<file path="src/rtl/imem_boot_pkg.sv">
// Shared types and constants for the instruction-memory boot loader.
package imem_boot_pkg;

    // Loader sequencing states
    typedef enum logic [1:0] {
        IDLE   = 2'd0,
        ACCEPT = 2'd1,
        WRITE  = 2'd2,
        DONE   = 2'd3
    } boot_state_t;

    localparam int unsigned WORD_W         = 32;
    localparam int unsigned BYTE_W         = 8;
    localparam int unsigned BYTES_PER_WORD = 4;
    localparam int unsigned BYTE_IDX_W     = $clog2(BYTES_PER_WORD);

endpackage

</file>
<file path="src/rtl/imem_byte_serializer.sv">
// Splits a 32-bit instruction word into bytes, least-significant byte first.
// The current byte is taken straight from the low bits of a shift register so
// the byte output is a flop output; the register drains to zero after the
// final byte.
module imem_byte_serializer
    import imem_boot_pkg::*;
(
    input  logic                  clk,
    input  logic                  rst,
    input  logic                  load,
    input  logic [WORD_W-1:0]     word_in,
    input  logic                  advance,
    output logic [BYTE_W-1:0]     byte_o,
    output logic [BYTE_IDX_W-1:0] byte_idx,
    output logic                  last_byte
);

    logic [WORD_W-1:0]     shreg_q, shreg_d;
    logic [BYTE_IDX_W-1:0] idx_q, idx_d;

    // Next-state: load a fresh word, or shift one byte out per advance
    always_comb begin
        shreg_d = shreg_q;
        idx_d   = idx_q;
        if (load) begin
            shreg_d = word_in;
            idx_d   = '0;
        end else if (advance) begin
            shreg_d = {{BYTE_W{1'b0}}, shreg_q[WORD_W-1:BYTE_W]};
            idx_d   = idx_q + BYTE_IDX_W'(1);
        end
    end

    // Shift register and byte index storage
    always_ff @(posedge clk or posedge rst) begin
        if (rst) begin
            shreg_q <= '0;
            idx_q   <= '0;
        end else begin
            shreg_q <= shreg_d;
            idx_q   <= idx_d;
        end
    end

    assign byte_o    = shreg_q[BYTE_W-1:0];
    assign byte_idx  = idx_q;
    assign last_byte = (idx_q == BYTE_IDX_W'(BYTES_PER_WORD - 1));

endmodule

</file>
<file path="src/rtl/imem_boot_loader.sv">
// Boot loader for the core's byte-wide instruction memory. Takes 32-bit words
// from a valid/ready stream, writes each as four little-endian byte writes,
// and holds the core until the load completes.
module imem_boot_loader
    import imem_boot_pkg::*;
#(
    parameter int unsigned ADDR_W    = 9,
    parameter int unsigned MAX_WORDS = 128,
    parameter int unsigned BASE_ADDR = 0,
    parameter int unsigned CNT_W     = 8
) (
    input  logic              clk,
    input  logic              rst,
    input  logic              start,
    input  logic              in_valid,
    output logic              in_ready,
    input  logic [31:0]       in_data,
    input  logic              in_last,
    output logic              im_we,
    output logic [ADDR_W-1:0] im_addr,
    output logic [7:0]        im_wdata,
    output logic              core_hold,
    output logic              done,
    output logic [CNT_W-1:0]  word_count,
    output logic              err
);

    boot_state_t           state_q, state_d;
    logic                  im_we_q, im_we_d;
    logic [ADDR_W-1:0]     im_addr_q, im_addr_d;
    logic                  core_hold_q, core_hold_d;
    logic                  done_q, done_d;
    logic [CNT_W-1:0]      word_count_q, word_count_d;
    logic                  err_q, err_d;
    logic                  last_q, last_d;

    logic                  ser_load;
    logic                  ser_advance;
    logic [BYTE_W-1:0]     ser_byte;
    logic [BYTE_IDX_W-1:0] ser_idx;
    logic                  ser_last;

    logic [ADDR_W-1:0]     word_base;
    logic [CNT_W-1:0]      cnt_next;

    imem_byte_serializer u_ser (
        .clk       (clk),
        .rst       (rst),
        .load      (ser_load),
        .word_in   (in_data),
        .advance   (ser_advance),
        .byte_o    (ser_byte),
        .byte_idx  (ser_idx),
        .last_byte (ser_last)
    );

    // Byte address of byte 0 of the word currently being written; word_count
    // only changes on the edge that ends a word, so it is stable across WRITE.
    assign word_base = ADDR_W'(BASE_ADDR) + (ADDR_W'(word_count_q) << BYTE_IDX_W);
    assign cnt_next  = word_count_q + CNT_W'(1);

    // Next-state and next-output decode for the load sequence
    always_comb begin
        state_d      = state_q;
        im_we_d      = im_we_q;
        im_addr_d    = im_addr_q;
        core_hold_d  = core_hold_q;
        done_d       = done_q;
        word_count_d = word_count_q;
        err_d        = err_q;
        last_d       = last_q;
        ser_load     = 1'b0;
        ser_advance  = 1'b0;

        case (state_q)
            IDLE, DONE: begin
                if (start) begin
                    state_d      = ACCEPT;
                    word_count_d = '0;
                    err_d        = 1'b0;
                    done_d       = 1'b0;
                    core_hold_d  = 1'b1;
                end
            end
            ACCEPT: begin
                // in_ready is high throughout ACCEPT, so in_valid alone completes the handshake
                if (in_valid) begin
                    state_d   = WRITE;
                    ser_load  = 1'b1;
                    last_d    = in_last;
                    im_we_d   = 1'b1;
                    im_addr_d = word_base;
                end
            end
            WRITE: begin
                ser_advance = 1'b1;
                if (ser_last) begin
                    im_we_d      = 1'b0;
                    word_count_d = cnt_next;
                    if (last_q || (cnt_next == CNT_W'(MAX_WORDS))) begin
                        state_d     = DONE;
                        done_d      = 1'b1;
                        core_hold_d = 1'b0;
                        err_d       = err_q | ~last_q;
                    end else begin
                        state_d = ACCEPT;
                    end
                end else begin
                    im_addr_d = word_base + ADDR_W'(ser_idx) + ADDR_W'(1);
                end
            end
            default: begin
                state_d = IDLE;
            end
        endcase
    end

    // State and registered outputs
    always_ff @(posedge clk or posedge rst) begin
        if (rst) begin
            state_q      <= IDLE;
            im_we_q      <= 1'b0;
            im_addr_q    <= '0;
            core_hold_q  <= 1'b1;
            done_q       <= 1'b0;
            word_count_q <= '0;
            err_q        <= 1'b0;
            last_q       <= 1'b0;
        end else begin
            state_q      <= state_d;
            im_we_q      <= im_we_d;
            im_addr_q    <= im_addr_d;
            core_hold_q  <= core_hold_d;
            done_q       <= done_d;
            word_count_q <= word_count_d;
            err_q        <= err_d;
            last_q       <= last_d;
        end
    end

    assign in_ready   = (state_q == ACCEPT);
    assign im_we      = im_we_q;
    assign im_addr    = im_addr_q;
    assign im_wdata   = ser_byte;
    assign core_hold  = core_hold_q;
    assign done       = done_q;
    assign word_count = word_count_q;
    assign err        = err_q;

endmodule

</file>
<file path="config.mk">
export PLATFORM = sky130hd
export DESIGN_NAME = imem_boot_loader
export DESIGN_NICKNAME = d
export VERILOG_FILES = /design/src/rtl/imem_boot_pkg.sv /design/src/rtl/imem_byte_serializer.sv /design/src/rtl/imem_boot_loader.sv
export SDC_FILE = /design/constraint.sdc
export NUM_CORES = 1
export LEC_CHECK = 0
export CAP_MARGIN = 10
export CORE_ASPECT_RATIO = 0.8
export CORE_MARGIN = 3
export CORE_UTILIZATION = 54
export DETAILED_ROUTE_END_ITERATION = 6
export PLACE_DENSITY_LB_ADDON = 0.15
export SLEW_MARGIN = 20
export SYNTH_ARGS = -nofsm -noshare
export SYNTH_HDL_FRONTEND = slang
export SYNTH_HIERARCHICAL = 1
export SYNTH_SLANG_ARGS = --single-unit
</file>
<file path="constraint.sdc">
create_clock -name clk -period 4.82 [get_ports clk]
set_clock_uncertainty 0.2 [all_clocks]
set_input_delay 0.964 -clock clk [delete_from_list [all_inputs] [get_ports clk]]
set_output_delay 0.964 -clock clk [all_outputs]
set_load 0.01 [all_outputs]
</file>
==> results of run 1 <==
==> critical path: cells and delay by family, from the launching register on <==
family,cells,cell delay (ps)
fa+ha+maj,1,220
flops,1,400
buf+inv,2,640
==> sequential cells by signal, indices dropped and copies added, names as in the netlist, 2 cells and up <==
| name | cells |
|---|---|
| u_ser/byte_idx | 2 |
| u_ser/shreg_q | 32 |
| state_q | 2 |
| word_count | 8 |
| im_addr | 9 |
==> per-layer routing <==
metal / routed length, um / up-vias / GRT usage [%]
met5: 0 / - / 0
met3: 361 / 7 / 7.223
met2: 2884 / 59 / 30.83
met4: 66 / 0 / 5.455
met1: 2999 / 1137 / 29.84
li1: - / 1149 / -
==> cells in the mapped netlist <==
cell | n | share of area, %
o211ai_1 | 1 | 0.25
a21oi_1 | 12 | 2.0
or4b_4 | 1 | 0.46
nand2_1 | 41 | 5.1
and4_1 | 1 | 0.29
o21bai_1 | 1 | 0.25
inv_1 | 12 | 1.5
xor2_1 | 2 | 0.58
clkbuf_8 | 1 | 0.46
or2_2 | 2 | 0.42
a22o_1 | 1 | 0.29
and2_1 | 1 | 0.21
nand2b_1 | 11 | 2.3
dfrtp_1 | 57 | 47
nand3_2 | 1 | 0.33
o21ai_1 | 20 | 3.3
or2_4 | 1 | 0.29
mux2i_1 | 27 | 9.0
nand4_1 | 1 | 0.21
o31ai_1 | 3 | 0.75
nand3b_1 | 1 | 0.25
o311ai_2 | 1 | 0.54
a211oi_1 | 1 | 0.25
dfstp_2 | 1 | 0.87
nor3_1 | 3 | 0.50
o2111ai_1 | 1 | 0.29
buf_2 | 5 | 0.83
nor2b_1 | 4 | 0.83
o21ai_0 | 29 | 4.8
ha_1 | 6 | 2.5
buf_12 | 2 | 1.3
o41ai_1 | 2 | 0.58
buf_4 | 10 | 2.5
buf_6 | 3 | 1.1
nor2_1 | 23 | 2.9
clkbuf_1 | 3 | 0.37
a31oi_1 | 1 | 0.21
a2111oi_4 | 1 | 0.92
xnor2_1 | 7 | 2.0
nand3_1 | 5 | 0.83
==> power by group through the flow <==
| stage | logic [mW] | clock network (mW) | registers (mW) |
|---|---|---|---|
| floorplan | 0.564 | 0 | 0.783 |
| global placement | 0.740 | 0 | 0.801 |
| detailed placement | 0.770 | 0 | 0.807 |
| CTS | 0.774 | 0.465 | 0.799 |
| global route | 0.864 | 0.487 | 0.822 |
| finish | 0.770 | 0.458 | 0.801 |
==> area by class of cell <==
type,count,area [um^2]
Clock inverter,2,35.03
Sequential cell,58,1453
Tap cell,62,77.57
Timing Repair Buffer,69,683.2
Clock buffer,13,168.9
Fill cell,398,1405
Multi-Input combinational cell,212,1313
Inverter,12,45.04
==> how the worst max path moves through the flow <==
stage	endpoint	slack, ps	cells past startpoint
final	in_ready	2060	3
after global routing	in_ready	1950	3
after CTS	in_ready	2050	3
after detailed placement	u_ser/shreg_q[1]$_DFFE_PP0P_	1850	3
after global placement	u_ser/shreg_q[28]$_DFFE_PP0P_	1920	4
after floorplan	im_addr[6]$_DFFE_PP0P_	2510	5
==> logic make-up (layout without fill, tap and decap cells) <==
kind of cell	Yosys count	after routing	share of synthesized area (%)
AND/OR/NAND/NOR	96	96	14.91
AO/OA/AOI/OAI	74	74	14.50
flip-flops	58	58	48.36
buffers and inverters	36	96	8.121
multiplexers	27	27	8.996
XOR/XNOR	9	9	2.624
adder cells (fa/ha/maj)	6	6	2.499
==> flow_summary.ini, run 1 <==
[worst_setup_path]
rr_worst_depth = 7
cp_slowest_stage_delay_ps = 560
r2r-end = err$_DFFE_PP0P_
critical_path.cell_chain = inv_1 -> ha_1 -> clkdlybuf4s50_1
crit_type = reg2out
start_kind = flip-flop
r2r_slack_ps = 2220
crit_path_start = state_q[1]$_DFFE_PP0P_
path_max_fanout = 5
critPathCaptureType = output pin
r2r-start = state_q[0]$_DFFE_PP0P_
crit_arrival_ps = 1590
cp_slowest_cell = clkdlybuf4s50_1
cp_data_required_time_ps = 3660

[detailed_routing]
vias_per_cell = 5.495
route.vias.total = 2352
drt-total-wl_mm = 6.312
first_pass_iters = 4
drc_errors = 0
route.detailed.wl_per_inst_um = 14.75
antenna_left = 0
first_iter_violations = 134

[floorplan]
rows = 23
start_util_pct = 58.00
dieArea_um2 = 6500
fp.dieH_um = 72.71
io_pins = 67
core_area_um2 = 5180
die_x_um = 89.39

[placed_design]
dpl_cell_area_um2 = 3570
port-buffer-count = 66
dp.final_hpwl_mm = 4.296
dp_cells = 413
dp_worst_setup_slack_ps = 1854
gp_congestion = 0.8025

[global_routing]
antenna_found_initial = 0
grt_pass1_wl_mm = 10.37
grt_max_degree = 70
grt_pass1_vias = 2150
grt_overflow = 0
grt_usage_pct = 20.98

[timing]
worst_slack_ps = 2063
rsz0062_at_grt = false
tns_ps = 0
fin_crit_sh_pct = 57.19
whs_ps = 292.7
fin_crit_ps = 2757
maxSlewHeadroom_pct = 32.27
hold_violations = 0
clock.fmax_mhz = 362.8
worst_pin_slew_ps = 1011
drv_slew = 0
finalSetupViolations = 0

[power_and_ir_drop]
total_power_mw = 2.029
p_sw_share_pct = 34.55
ir_worst_vdd_mv = 0.4228
p_per_area_nw_per_um2 = 537.4
power.switching_mw = 0.7009
power_frac_comb_pct = 37.9
internal_power_mw = 1.328
pwr-share-seq_pct = 39.5
leakage_nw = 1.536
clock_power_share_pct = 22.6

[hold_path]
hold_end = core_hold$_DFFE_PP1P_
hp-start = core_hold$_DFFE_PP1P_
hold_depth = 2
hp-class = reg2reg

[synthesis]
synth_nets = 349
synth_cell_type_count = 40
yosys_warnings = 6
ys_ff_latch = 58
synth.avg_cell_area_um2 = 9.817
syn_area_um2 = 3004
synthesis.instances = 306
yosysSeqAreaShare_pct = 48.35

[finish]
post-route-cell-area_um2 = 3775
most-common-layout-cells = 66 x clkdlybuf4s50_1, 57 x dfrtp_1, 41 x nand2_1
diodes = 0
fin_nets = 405
layout-drive-gt1-share_pct = 7.377
final_util_pct = 72.87
syn_to_final_growth_pct = 25.66
finalNonFillerCells = 428
final_common_cell = clkdlybuf4s50_1

[clock_network]
clk_latency_ps = 340
cts.sink_count = 58
postCtsResizedCells = 0
path_clk_slew_ps = 60
cts_setup_buffers = 0
clock_path_buffers = 2
postCtsHoldBufs = 0
numCtsBuffers = 9
htreeDepth = 3
cts_root_buffer = clkbuf_8
cts_tree = done

[run]
max-cap-violations = 0

[outcome]
status = finished, final reports clean
Note: power is estimated with default switching activity, not from simulation.
==> run 2, diff against run 1 <==
- CORE_UTILIZATION: 54 -> 50
- clock period: 4.82 -> 2.8 ns (I/O delays scaled with it)
==> run 2 against run 1 <==
Against the previous run: die area is 7.4% higher; global-route usage is 0.40 points lower; hold slack better by 13 ps; first-iteration DRC count is 6.0% higher; final cell count is 4.4% higher; sequential cell count stayed put; largest cell class unchanged; highest routed layer unchanged.
==> flow_summary.ini, run 2 (synthesis gave the netlist of run 1 again) <==
[outcome]
status = finished, final reports clean

[placed_design]
port-buffer-count = 66
dp_cells = 431
dp_worst_setup_slack_ps = 335.3
dp.final_hpwl_mm = 4.638
gp_congestion = 0.8582

[clock_network]
clock_path_buffers = 2
numCtsBuffers = 9
cts_tree = done
cts_root_buffer = clkbuf_8
postCtsResizedCells = 0
cts_setup_buffers = 0
htreeDepth = 3
cts.sink_count = 58
path_clk_slew_ps = 60
postCtsHoldBufs = 0
clk_latency_ps = 340

[floorplan]
dieArea_um2 = 6980
die_x_um = 92.66
io_pins = 67
core_area_um2 = 5615
rows = 24
fp.dieH_um = 75.33
start_util_pct = 53.50

[worst_setup_path]
cp_data_required_time_ps = 2820
cp_top_family = compound AO/OA/AOI/OAI gates
crit_top_cell = inv_1
r2r_slack_ps = 310
path_max_fanout = 14
critical_path.cell_chain = inv_1 -> ha_2 -> inv_1 -> o211ai_1 -> nand3b_1 -> o21ai_0 -> a22o_1
crit_arrival_ps = 2510
start_kind = flip-flop
critPathCaptureType = flip-flop
crit_type = reg2reg
path_buf_inv = 2
cp_slowest_cell = o211ai_1
cp_slowest_stage_delay_ps = 780

[global_routing]
grt_pass1_wl_mm = 11.13
grt_usage_pct = 20.59
grt_overflow = 0
grt_max_degree = 70
grt_pass1_vias = 2287
antenna_found_initial = 0

[finish]
most-common-layout-cells = 66 x clkdlybuf4s50_1, 57 x dfrtp_1, 41 x nand2_1
regMostFlops = u_ser/shreg_q
syn_to_final_growth_pct = 28.74
layout-drive-gt1-share_pct = 8.401
final_util_pct = 68.87
fin_nets = 407
largest_reg_flops = 32
finalNonFillerCells = 447
diodes = 0
final_common_cell = clkdlybuf4s50_1

[timing]
hold_violations = 0
finalSetupViolations = 0
worst_slack_ps = 313.2
worst_pin_slew_ps = 947.8
clock.fmax_mhz = 402.1
maxSlewHeadroom_pct = 36.54
fin_crit_ps = 2487
tns_ps = 0
fin_crit_sh_pct = 88.81
rsz0062_at_grt = false
drv_slew = 0

[detailed_routing]
vias_per_cell = 5.246
route.vias.total = 2345
first_pass_iters = 4
first_iter_violations = 142
drc_errors = 0
route.detailed.wl_per_inst_um = 14.64
drt-total-wl_mm = 6.544
antenna_left = 0

[power_and_ir_drop]
power.switching_mw = 1.242
p_per_area_nw_per_um2 = 941.3
internal_power_mw = 2.398
p_sw_share_pct = 34.13
leakage_nw = 1.566
power_frac_comb_pct = 37.1
pwr-share-seq_pct = 38.1
ir_worst_vdd_mv = 0.6718
total_power_mw = 3.640
clock_power_share_pct = 24.8

[hold_path]
hp-class = reg2reg

[run]
max-cap-violations = 0
run 2: final timing paths:
path	to	depth (start not counted)	from
setup / recovery	word_count[2]$_DFFE_PP0P_	7	state_q[0]$_DFFE_PP0P_
hold / removal	core_hold$_DFFE_PP1P_	2	core_hold$_DFFE_PP1P_
setup reg to reg	word_count[2]$_DFFE_PP0P_	7	state_q[0]$_DFFE_PP0P_
hold reg to reg	core_hold$_DFFE_PP1P_	2	core_hold$_DFFE_PP1P_
max in group asynchronous	u_ser/shreg_q[27]$_DFFE_PP0P_	3	rst
min in group asynchronous	im_addr[6]$_DFFE_PP0P_	3	rst
run 2: stage by stage:
step,hold slack [ps],cell area [um^2]
after floorplan,291.5,3004
after CTS,310.5,3867
after global routing,337.4,3867
after detailed placement,292.9,3630
after global placement,292.4,3630
final,305.2,3867
run 2: cell type report:
class | instances | area (um^2)
clock buffers | 12 | 165.2
clock inverters | 4 | 72.57
fillers | 476 | 1748
inverters | 12 | 45.04
multi-input cells | 212 | 1311
flip-flops and latches | 58 | 1453
well taps | 78 | 97.59
repair buffers | 71 | 723.2
run 2: power by group through the flow:
stage	logic, mW	registers, mW	clock network, mW
CTS	1.36	1.39	0.920
finish	1.35	1.39	0.903
floorplan	0.972	1.35	0
global placement	1.31	1.38	0
detailed placement	1.35	1.40	0
global route	1.52	1.44	0.957
run 2: layer usage:
metal	GRT usage (%)	up-vias	wire length [um]
met3	7.009	13	374
met4	6.179	0	92
met5	0	-	0
met1	28.56	1123	3187
met2	31.11	59	2889
li1	-	1150	-
run 2: worst min-delay path: cells and delay by family (launching register included):
family | cells | cell delay (ps)
AOI/OAI and AO/OA | 1 | 80
DFF | 1 | 380
buffers and inverters | 1 | 40
